File: config.mk
export PLATFORM = sky130hd
export DESIGN_NAME = power_switch_emulator
export DESIGN_NICKNAME = d
export VERILOG_FILES = /design/src/rtl/power_switch_emulator.sv
export SDC_FILE = /design/constraint.sdc
export NUM_CORES = 1
export LEC_CHECK = 0
export ABC_AREA = 1
export CORE_UTILIZATION = 55
export CTS_BUF_LIST = sky130_fd_sc_hd__clkbuf_4 sky130_fd_sc_hd__clkbuf_8 sky130_fd_sc_hd__clkbuf_16
export DETAILED_ROUTE_END_ITERATION = 8
export GPL_TIMING_DRIVEN = 0
export HOLD_SLACK_MARGIN = 0.12
export PLACE_DENSITY = 0.79
export SYNTH_ARGS = -nofsm -noshare
export SYNTH_HDL_FRONTEND = slang
export SYNTH_SLANG_ARGS = --single-unit
export TNS_END_PERCENT = 100
File: constraint.sdc
create_clock -name clk_i -period 3.05 [get_ports clk_i]
set_input_delay 0.61 -clock clk_i [delete_from_list [all_inputs] [get_ports clk_i]]
set_output_delay 0.61 -clock clk_i [all_outputs]
set_load 0.005 [all_outputs]
File: src/rtl/power_switch_emulator.sv
// Purpose     : emulates per-domain on-chip power switches, answering each request with a delayed ack.
// Latency     : ON_LATENCY / OFF_LATENCY cycles from request sampled to ack change; outputs registered.
// Backpressure: none; requests are level-sensitive and a reversal mid-ramp aborts the ramp.
module power_switch_emulator #(
    parameter int NUM_DOMAINS = 3,
    parameter int ON_LATENCY  = 15,
    parameter int OFF_LATENCY = 15
) (
    input  logic                   clk_i,
    input  logic                   rst_ni,
    input  logic [NUM_DOMAINS-1:0] switch_n_i,
    output logic [NUM_DOMAINS-1:0] switch_ack_no,
    output logic [NUM_DOMAINS-1:0] busy_o,
    output logic [15:0]            abort_cnt_o
);

    // Ramp counter only ever holds LAT-1 of the longer ramp, so it can never wrap.
    localparam int MAX_LAT = (ON_LATENCY > OFF_LATENCY) ? ON_LATENCY : OFF_LATENCY;
    localparam int CNT_W   = $clog2(MAX_LAT + 1);

    localparam logic [CNT_W-1:0] ON_LOAD  = CNT_W'(ON_LATENCY - 1);
    localparam logic [CNT_W-1:0] OFF_LOAD = CNT_W'(OFF_LATENCY - 1);

    // Popcount width and the widened sum used to detect saturation.
    localparam int PC_W  = $clog2(NUM_DOMAINS + 1);
    localparam int SUM_W = 16 + PC_W;

    typedef enum logic [1:0] {
        ST_ON       = 2'd0,
        ST_RAMP_OFF = 2'd1,
        ST_OFF      = 2'd2,
        ST_RAMP_ON  = 2'd3
    } state_t;

    logic [NUM_DOMAINS-1:0] abort_vec;
    logic [PC_W-1:0]        abort_num;
    logic [SUM_W-1:0]       abort_sum;
    logic [15:0]            abort_cnt_q;

    for (genvar d = 0; d < NUM_DOMAINS; d++) begin : g_dom
        state_t           state_q;
        logic [CNT_W-1:0] cnt_q;
        logic             ack_q;
        logic             busy_q;

        // A reversal of the request while ramping is an abort; flagged here for the shared counter.
        assign abort_vec[d] = ((state_q == ST_RAMP_OFF) && !switch_n_i[d]) ||
                              ((state_q == ST_RAMP_ON)  &&  switch_n_i[d]);

        assign switch_ack_no[d] = ack_q;
        assign busy_o[d]        = busy_q;

        // Per-domain switch FSM; abort is tested ahead of ramp completion so a late reversal never acks.
        always_ff @(posedge clk_i or negedge rst_ni) begin
            if (!rst_ni) begin
                state_q <= ST_ON;
                cnt_q   <= '0;
                ack_q   <= 1'b0;
                busy_q  <= 1'b0;
            end else begin
                case (state_q)
                    ST_ON: begin
                        if (switch_n_i[d]) begin
                            state_q <= ST_RAMP_OFF;
                            cnt_q   <= OFF_LOAD;
                            busy_q  <= 1'b1;
                        end
                    end
                    ST_RAMP_OFF: begin
                        if (!switch_n_i[d]) begin
                            state_q <= ST_ON;
                            cnt_q   <= '0;
                            busy_q  <= 1'b0;
                        end else if (cnt_q == '0) begin
                            state_q <= ST_OFF;
                            ack_q   <= 1'b1;
                            busy_q  <= 1'b0;
                        end else begin
                            cnt_q <= cnt_q - CNT_W'(1);
                        end
                    end
                    ST_OFF: begin
                        if (!switch_n_i[d]) begin
                            state_q <= ST_RAMP_ON;
                            cnt_q   <= ON_LOAD;
                            busy_q  <= 1'b1;
                        end
                    end
                    ST_RAMP_ON: begin
                        if (switch_n_i[d]) begin
                            state_q <= ST_OFF;
                            cnt_q   <= '0;
                            busy_q  <= 1'b0;
                        end else if (cnt_q == '0) begin
                            state_q <= ST_ON;
                            ack_q   <= 1'b0;
                            busy_q  <= 1'b0;
                        end else begin
                            cnt_q <= cnt_q - CNT_W'(1);
                        end
                    end
                    default: begin
                        state_q <= ST_ON;
                        cnt_q   <= '0;
                        ack_q   <= 1'b0;
                        busy_q  <= 1'b0;
                    end
                endcase
            end
        end

`ifndef SYNTHESIS
        // Catch an undriven request while the domain is settled; an X here would silently stall the model.
        always_ff @(posedge clk_i) begin
            if (rst_ni && ((state_q == ST_ON) || (state_q == ST_OFF))) begin
                assert (!$isunknown(switch_n_i[d]));
            end
        end
`endif
    end

    // Number of domains aborting this cycle, added to the count in a widened sum.
    always_comb begin
        abort_num = '0;
        for (int i = 0; i < NUM_DOMAINS; i++) begin
            abort_num = abort_num + PC_W'(abort_vec[i]);
        end
        abort_sum = SUM_W'(abort_cnt_q) + SUM_W'(abort_num);
    end

    // Saturating abort counter; it sticks at all-ones and only reset clears it.
    always_ff @(posedge clk_i or negedge rst_ni) begin
        if (!rst_ni) begin
            abort_cnt_q <= '0;
        end else if (|abort_sum[SUM_W-1:16]) begin
            abort_cnt_q <= 16'hFFFF;
        end else begin
            abort_cnt_q <= abort_sum[15:0];
        end
    end

    assign abort_cnt_o = abort_cnt_q;

endmodule
### Word level (Yosys, flattened, before mapping)

Cells that the tools add are included.

* output and inout port bits: 22
* register bits: 40
* logic and storage cells: 156
* input port bits: 5

* mux-type cells: 73
* reductions and logical operators: 31
* add/sub/neg operators: 6
* eq/ne operators: 33

Operators by type and width (number)
* $mux W4: 15
* $pmux W4 S4: 3
* $mux W2: 18
* $mux W1: 27
* $ne A2 B2 Y1 const B: 12
* $pmux W2 S4: 3
* $ne A3 B2 Y1 const B: 6
* $add A16 B2 Y17: 1
* $mux W16: 1
* $reduce_and A5 Y1: 3
* $eq A2 B2 Y1 const B: 6
* $logic_not A4 Y1: 3
* $ne A2 B1 Y1 const B: 6
* $pmux W1 S4: 3
* $reduce_and A4 Y1: 3
* $sub A4 B1 Y4 const B: 3
* $eq A2 B1 Y1 const B: 3
* $logic_and A1 B1 Y1: 6
* $logic_not A2 Y1: 3
* $pmux W1 S2: 3
* $reduce_and A2 Y1: 3
* $reduce_bool A2 Y1: 3
* $logic_not A1 Y1: 3
* $logic_or A1 B1 Y1: 3
* 3 further kinds: 3

### Logic depth before layout (Yosys ltp)

Gate-level depths: netlist of the first run.

* depth after elaboration: 8
* depth in mapped cells: 14
* gate-level depth less buffers: 14

### Worst setup path after synthesis of the first run

Ideal clock, no wire load.

* kind: in2reg
* start point: input switch_n_i[0]
* end point: register abort_cnt_q[10], in the netlist abort_cnt_o[10]
* setup time: 0.124 ns
* stages: 11
* data arrival time: 2.577 ns
* buffers on the path: 1
* required time: 2.926 ns
* slack: 0.349 ns
* cell sequence: xnor2_1 nand2_1 fa_1 inv_1 ha_1 fa_1 nand2_2 nor3_4 nand3_2 buf_6 nand3_1

* cells in the longest elaborated chain, start to end: 8
* elaborated cells between the ends (all ways): 9
* those cells by class: add/sub (3); mux (1); reduce/logical (5)

Ends and longest elaborated chain
* start: declaration: line 11 `input logic [NUM_DOMAINS-1:0] switch_n_i,`
* $logic_not A1 Y1
* $logic_and A1 B1 Y1: line 47 `assign abort_vec[d] = ((state_q == ST_RAMP_OFF) && !switch_n_i[d]) ||`
* $logic_or A1 B1 Y1 *: line 47
* $add A1 B1 Y2 *: line 126 `abort_num = abort_num + PC_W'(abort_vec[i]);`
* $add A2 B1 Y2 *: line 126
* $add A16 B2 Y17 *: line 128 `abort_sum = SUM_W'(abort_cnt_q) + SUM_W'(abort_num);`
* $reduce_or A2 Y1: line 135 `end else if (|abort_sum[SUM_W-1:16]) begin`
* $mux W16 *: line 135
* end signal: assignment: line 138 `abort_cnt_q <= abort_sum[15:0];`
* end: declaration: line 38 `logic [15:0] abort_cnt_q;`

Every way passes the cells marked *; elsewhere a longest branch is shown, timed or not.
A chain may end at the register's enable or synchronous reset.

### Worst setup path in the final report of the first run

* start point: input switch_n_i[2]
* end point: register abort_cnt_q[11], in the netlist abort_cnt_o[11]

* cells in the longest elaborated chain, start to end: 7
* elaborated cells between the ends (all ways): 8
* those cells by class: add/sub (2); mux (1); reduce/logical (5)

Ends and longest elaborated chain (line)
* $logic_not A1 Y1
* $logic_and A1 B1 Y1: 47
* $logic_or A1 B1 Y1 *: 47
* $add A2 B1 Y2 *: 126
* $add A16 B2 Y17 *: 128
* $reduce_or A2 Y1: 135
* $mux W16 *: 135

Marked as above.

==> impl_metrics.yaml, run 1 <==
setup_path:
  crit_chain: "clkdlybuf4s50_1 > inv_1 > nand3_1 > nand2_1 > inv_1 > fa_1 > inv_1 > ha_1 > fa_2 > nand2_2 > nor3_4 > nand3_4 > buf_6 > nand3_1"
  crit_top_cell: "inv_1"
  cp.required_ns: 3.22
  crit_type: "input port to register"
  crit_path_max_fanout: 10
  crit_path_start_kind: "input port"
  reg2reg_to: "abort_cnt_o[11]$_DFF_PN0_"
  cp-end-kind: "register"
  rr_worst_depth: 11
  critPathMaxStageDelay_ns: 0.48
  r2r_slack_ns: 0.35
  worstPathArrival_ns: 3.07
  crit_slowest_cell: "clkdlybuf4s50_1"
drt:
  routedWlPerCell_um: 11.31
  drcViolationCount: 0
  antenna_left: 0
  routed_wl_um: 4344
  vias_per_cell: 5.099
  via_count: 1958
  drtIter0Drc: 161
  dr.pass1.iters: 4
cts:
  cts_hold_buf: 0
  htree_levels: 2
  clkTransAtPathRegs_ns: 0.07
  cts_root_buffer: "clkbuf_8"
  cts_sinks: 40
  postCtsSetupBuffers: 0
  insertion_delay_ns: 0.29
  max-clock-path-buffers: 2
  cts_made_buffers: 5
  cts_tree: "yes"
final_layout:
  final_util_pct: 67.75
  multi_input_area_um2: 1065
  finalNetCount: 346
  final-seq-area_um2: 1001
  syn_to_final_growth_pct: 18.10
  final_common_cell: "nand2_1"
  final_cells: 384
  fillers: 341
  insertedDiodeCount: 0
  final_layout_size_suffix_gt1_share_pct: 8.683
  most-common-layout-cells: "85 x nand2_1, 48 x inv_1, 40 x dfrtp_1"
global_routing:
  grt_pass1_vias: 1711
  grt-busiest-layer: "met2"
  antenna_found_initial: 0
  overflow: 0
  grt_pass1_wl_um: 7348
  grt_max_degree: 41
  global_route.usage.met2_pct: 35.48
  grt_util_met3_pct: 6.164
  grt.total_usage_pct: 22.11
  met1_usage_pct: 28.84
logic_synthesis:
  synth.top_cell.area_share_pct: 43.62
  ys_ff_latch: 40
  ys_warn_count: 0
  synth.area.top_cells: "dfrtp_1 44%, nand2_1 14%, inv_1 7.9%, nand3_1 7.4%, o21ai_0 3.9%"
  mappedNetlistArea_um2: 2295
  yosysUniqueCellTypes: 27
  synth_nets: 313
  yosys.area.top_type: "dfrtp_1"
  ys_seq_area_share_pct: 43.62
  syn_avg_cell_area_um2: 7.624
  synth_cells: 301
sta:
  relSlewSlack_pct: 42.13
  timing.fmax_mhz: 344.9
  setup_tns_ns: 0
  hold_viol_final: 0
  fin_skew_ns: 0.003014
  min_period_ns: 2.899
  timing.final.crit_share_pct: 95.06
  worst_pin_slew_ns: 0.8680
  rsz0062_at_grt: "no"
  drv_slew: 0
  setup_ws_ns: 0.1507
  final-setup-viol-count: 0
pwr:
  power.density_nw_per_um2: 912.0
  p_leak_nw: 1.383
  vdd_drop_max_mv: 0.6196
min_path:
  hold_class: "input port to asynchronous set/reset pin"
run_status:
  outcome: "complete, no violations"
placed_design:
  place.gp.congestion: 0.8627
  dp.cells: 377
  port_buffers: 26
  pre_cts_slack_ns: -0.4708
  dp_hpwl_um: 3138
die:
  start_util_pct: 57.37
  num_rows: 23
  die_area_um2: 4434
  die_y_um: 66.59
  core_area_um2: 4000
  die_x_um: 66.59
  io-pin-count: 27
flow_run:
  cap_violations: 0
[per-stage QoR]
step	power (mW)	hold slack, ns	cell area, µm²
3_5_place_dp	2.132	0.4954	2613
5_1_grt	2.722	0.5137	2710
3_3_place_gp	2.076	0.4806	2618
6_report	2.472	0.4295	2710
2_1_floorplan	1.753	0.3144	2295
4_1_cts	2.488	0.4764	2700
[worst max-delay path, delay by kind of cell]
kind / cells / cell delay, ns
adder cells (fa/ha/maj): 3 / 1.08
buffers and inverters: 5 / 0.84
AND/OR/NAND/NOR: 6 / 0.52
[layout make-up]
cell class	count	area share, %
Clock inverter	1	0.1847
Sequential cell	40	36.93
Tap cell	50	2.308
Clock buffer	6	2.816
Buffer	9	2.447
Timing Repair Buffer	26	9.372
Inverter	48	6.648
Multi-Input combinational cell	204	39.29
[metal layers]
metal | vias up | wire length, µm
li1 | 1005 | -
met2 | 45 | 2101
met4 | 0 | 61
met3 | 7 | 194
met5 | - | 0
met1 | 901 | 1987
[power breakdown]
part / internal (mW) / switching (mW) / total [mW]
clock: 0.164 / 0.176 / 0.340
sequential: 0.740 / 0.175 / 0.916
combinational: 0.553 / 0.663 / 1.22
[cell usage after synthesis]
cell,count
dfrtp_1,40
buf_4,6
o21ai_0,18
nor2_4,1
nand2_1,85
buf_2,2
fa_1,2
ha_1,5
nand3_1,34
or2_2,1
xor2_2,1
buf_6,1
nor2_1,22
inv_1,48
nor3_4,1
o21bai_1,1
xor2_1,6
nand4_1,8
or2_0,1
o21ai_1,1
nand3_2,1
xnor2_1,3
o22ai_1,1
a21oi_1,4
nor3_1,2
o31ai_1,1
nand2_2,5
[timing repair]
action	4_1_cts	5_1_grt
resized for setup	2	2
setup endpoints to repair	15	10
pin swaps	0	1
[sequential cells by signal (all words and copies together) (netlist names), named ones only]
signal and cells:
g_dom.cnt_q 12, g_dom.state_q 3, g_dom.ack_q 3, abort_cnt_o 16, g_dom.busy_q 3
[worst max path at each step]
stage                        startpoint  slack (ns)  cells after the start                         to
after global routing      switch_n_i[2]       0.003                     14  abort_cnt_o[11]$_DFF_PN0_
after detailed placement  switch_n_i[0]       -0.47                     12  abort_cnt_o[11]$_DFF_PN0_
final                     switch_n_i[2]        0.15                     14  abort_cnt_o[11]$_DFF_PN0_
after floorplan           switch_n_i[0]        0.35                     11  abort_cnt_o[10]$_DFF_PN0_
after global placement    switch_n_i[0]       -0.45                     12  abort_cnt_o[11]$_DFF_PN0_
after CTS                 switch_n_i[2]        0.07                     14  abort_cnt_o[11]$_DFF_PN0_
[cells by family (layout without fill, tap and decap cells)]
kind of cell / Yosys count / count (layout) / synth area share (%)
fa+ha+maj: 7 / 7 / 4.471
flops: 40 / 40 / 43.62
buf+inv: 57 / 90 / 10.74
xor+xnor: 10 / 10 / 4.144
compound gates: 26 / 26 / 5.944
simple gates: 161 / 161 / 31.08
No activity file was read; power rests on OpenSTA's default activity.
==> run 2: changes to the inputs <==
GPL_TIMING_DRIVEN = not set   (was 0)
==> run 2 against run 1 <==
Net effect:
- count of clock-buffer cells in the layout is the same
- clock power grew 26%
- flip-flop and latch count is the same
- non-clock buffer count shrank 1
- power grew 3.1%
- critical path type unchanged
- combinational power shrank 4%
- fmax grew 0.72%
- critical path depth shrank 2
- global-route usage grew 0.71 points
- setup slack gained 0.021 ns
- highest routed layer unchanged
- utilization grew 0.69 points
==> impl_metrics.yaml, run 2 (synthesized netlist as in run 1, its figures left out) <==
sta:
  drv_slew: 0
  rsz0062_at_grt: "no"
  final-setup-viol-count: 0
  hold_viol_final: 0
  setup_tns_ns: 0
  worst_pin_slew_ns: 0.8880
  min_period_ns: 2.879
  fin_skew_ns: 0.005890
  timing.fmax_mhz: 347.4
  hold_slack_ns: 0.4383
  relSlewSlack_pct: 40.80
  timing.final.crit_share_pct: 94.38
placed_design:
  dp_hpwl_um: 3329
  place.gp.congestion: 0.8493
  dp.cells: 376
  port_buffers: 26
  dpl_cell_area_um2: 2606
cts:
  clkTransAtPathRegs_ns: 0.08
  cts_sinks: 40
  cts_root_buffer: "clkbuf_8"
  cts_made_buffers: 5
  max-clock-path-buffers: 2
  htree_levels: 2
  insertion_delay_ns: 0.29
  cts_tree: "yes"
  cts_hold_buf: 0
setup_path:
  cp.required_ns: 3.23
  worstPathArrival_ns: 3.05
  critPathMaxStageDelay_ns: 0.51
  crit_type: "input port to register"
  cp-end-kind: "register"
  crit_path_max_fanout: 3
  crit_chain: "clkdlybuf4s50_1 > xnor2_2 > nand2_2 > fa_1 > inv_1 > ha_1 > fa_2 > nand2_2 > inv_1 > nand3_1 > xor2_1 > nand2_1"
  crit_slowest_cell: "fa_1"
  crit_path_start_kind: "input port"
die:
  core_area_um2: 4000
  die_y_um: 66.59
  num_rows: 23
  die_x_um: 66.59
  die_area_um2: 4434
  io-pin-count: 27
  start_util_pct: 57.37
final_layout:
  insertedDiodeCount: 0
  final_cells: 384
  most-common-layout-cells: "84 x nand2_1, 48 x inv_1, 40 x dfrtp_1"
  syn_to_final_growth_pct: 19.30
  final_common_cell: "nand2_1"
  final_util_pct: 68.44
  stdcell_area_um2: 2738
  final_layout_size_suffix_gt1_share_pct: 8.982
  fillers: 334
  finalNetCount: 345
  largest_reg_flops: 16
global_routing:
  overflow: 0
  grt_pass1_wl_um: 7583
  grt_max_degree: 41
  grt.total_usage_pct: 22.82
  antenna_found_initial: 0
  grt_pass1_vias: 1823
drt:
  drcViolationCount: 0
  routed_wl_um: 4436
  routedWlPerCell_um: 11.55
  vias_per_cell: 5.156
  antenna_left: 0
  via_count: 1980
  drtIter0Drc: 136
  dr.pass1.iters: 4
pwr:
  vdd_drop_max_mv: 0.4920
  power.density_nw_per_um2: 931.1
  p_leak_nw: 1.392
run_status:
  outcome: "complete, no violations"
min_path:
  hold_class: "input port to asynchronous set/reset pin"
flow_run:
  cap_violations: 0
run 2: cell count changes in the layout (fill, tap and decap cells not counted), sizes merged:
cell,previous run,this run
buf,10,9
bufinv,0,1
clkdlybuf4s50,24,25
dlygate4sd2,1,0
run 2: layout make-up:
type / count / area (µm²) / share of cell area (%)
Tap cell: 50 / 62.56 / 2.285
Inverter: 48 / 180.2 / 6.581
Timing Repair Buffer: 34 / 315.3 / 11.52
Sequential cell: 40 / 1001 / 36.56
Multi-Input combinational cell: 204 / 1067 / 38.99
Clock buffer: 6 / 76.32 / 2.788
Clock inverter: 2 / 35.03 / 1.280
run 2: per-stage QoR:
step	power (mW)	worst slack (ns)
finish	2.549	0.1714
global route	2.811	0.03225
CTS	2.562	0.03523
detailed placement	2.126	-0.2648
global placement	2.061	-0.2210
floorplan	1.753	0.3485
run 2: what timing repair did:
item                                   CTS  global route
endpoints found under the hold margin    0             0
gates resized for setup                  0             4
setup buffers                            0             0
setup endpoints to repair                0            15
run 2: worst max-delay path, delay by kind of cell:
family                     cells  cell delay, ns
and+or+nand+nor                4            0.38
adders and majority gates      3            1.09
buffers and inverters          3            0.58
xor gates and xnor gates       2            0.40
run 2: report_power, final:
group          total, mW  internal [mW]  switching [mW]
combinational       1.17          0.537           0.638
clock              0.427          0.252           0.176
sequential         0.947          0.740           0.206
total               2.55           1.53            1.02
run 2: layer usage:
layer	part of all wire, %	track usage [%]
met5	0	0
met4	2.5	10.64
met2	47	36.24
met3	3.4	5.137
met1	47	29.29
run 2: final timing paths:
path,from,endpoint,slack (ns),cells after the start
max,switch_n_i[0],abort_cnt_o[8]$_DFF_PN0_,0.17,12
min,rst_ni,g_dom[0].ack_q$_DFFE_PN0P_,0.44,1
max reg2reg,register,abort_cnt_o[8]$_DFF_PN0_,0.51,11
min reg2reg,g_dom[0].busy_q$_DFFE_PN0P_,g_dom[0].busy_q$_DFFE_PN0P_,0.50,2
max in group asynchronous,rst_ni,abort_cnt_o[14]$_DFF_PN0_,2.06,1
min in group clk_i,g_dom[0].busy_q$_DFFE_PN0P_,g_dom[0].busy_q$_DFFE_PN0P_,0.50,2
==> run 3: changes to the inputs <==
SLEW_MARGIN = 10   (was not set)
==> results of run 3 <==
Final layout, timing and power as in run 2 (identical DEF).
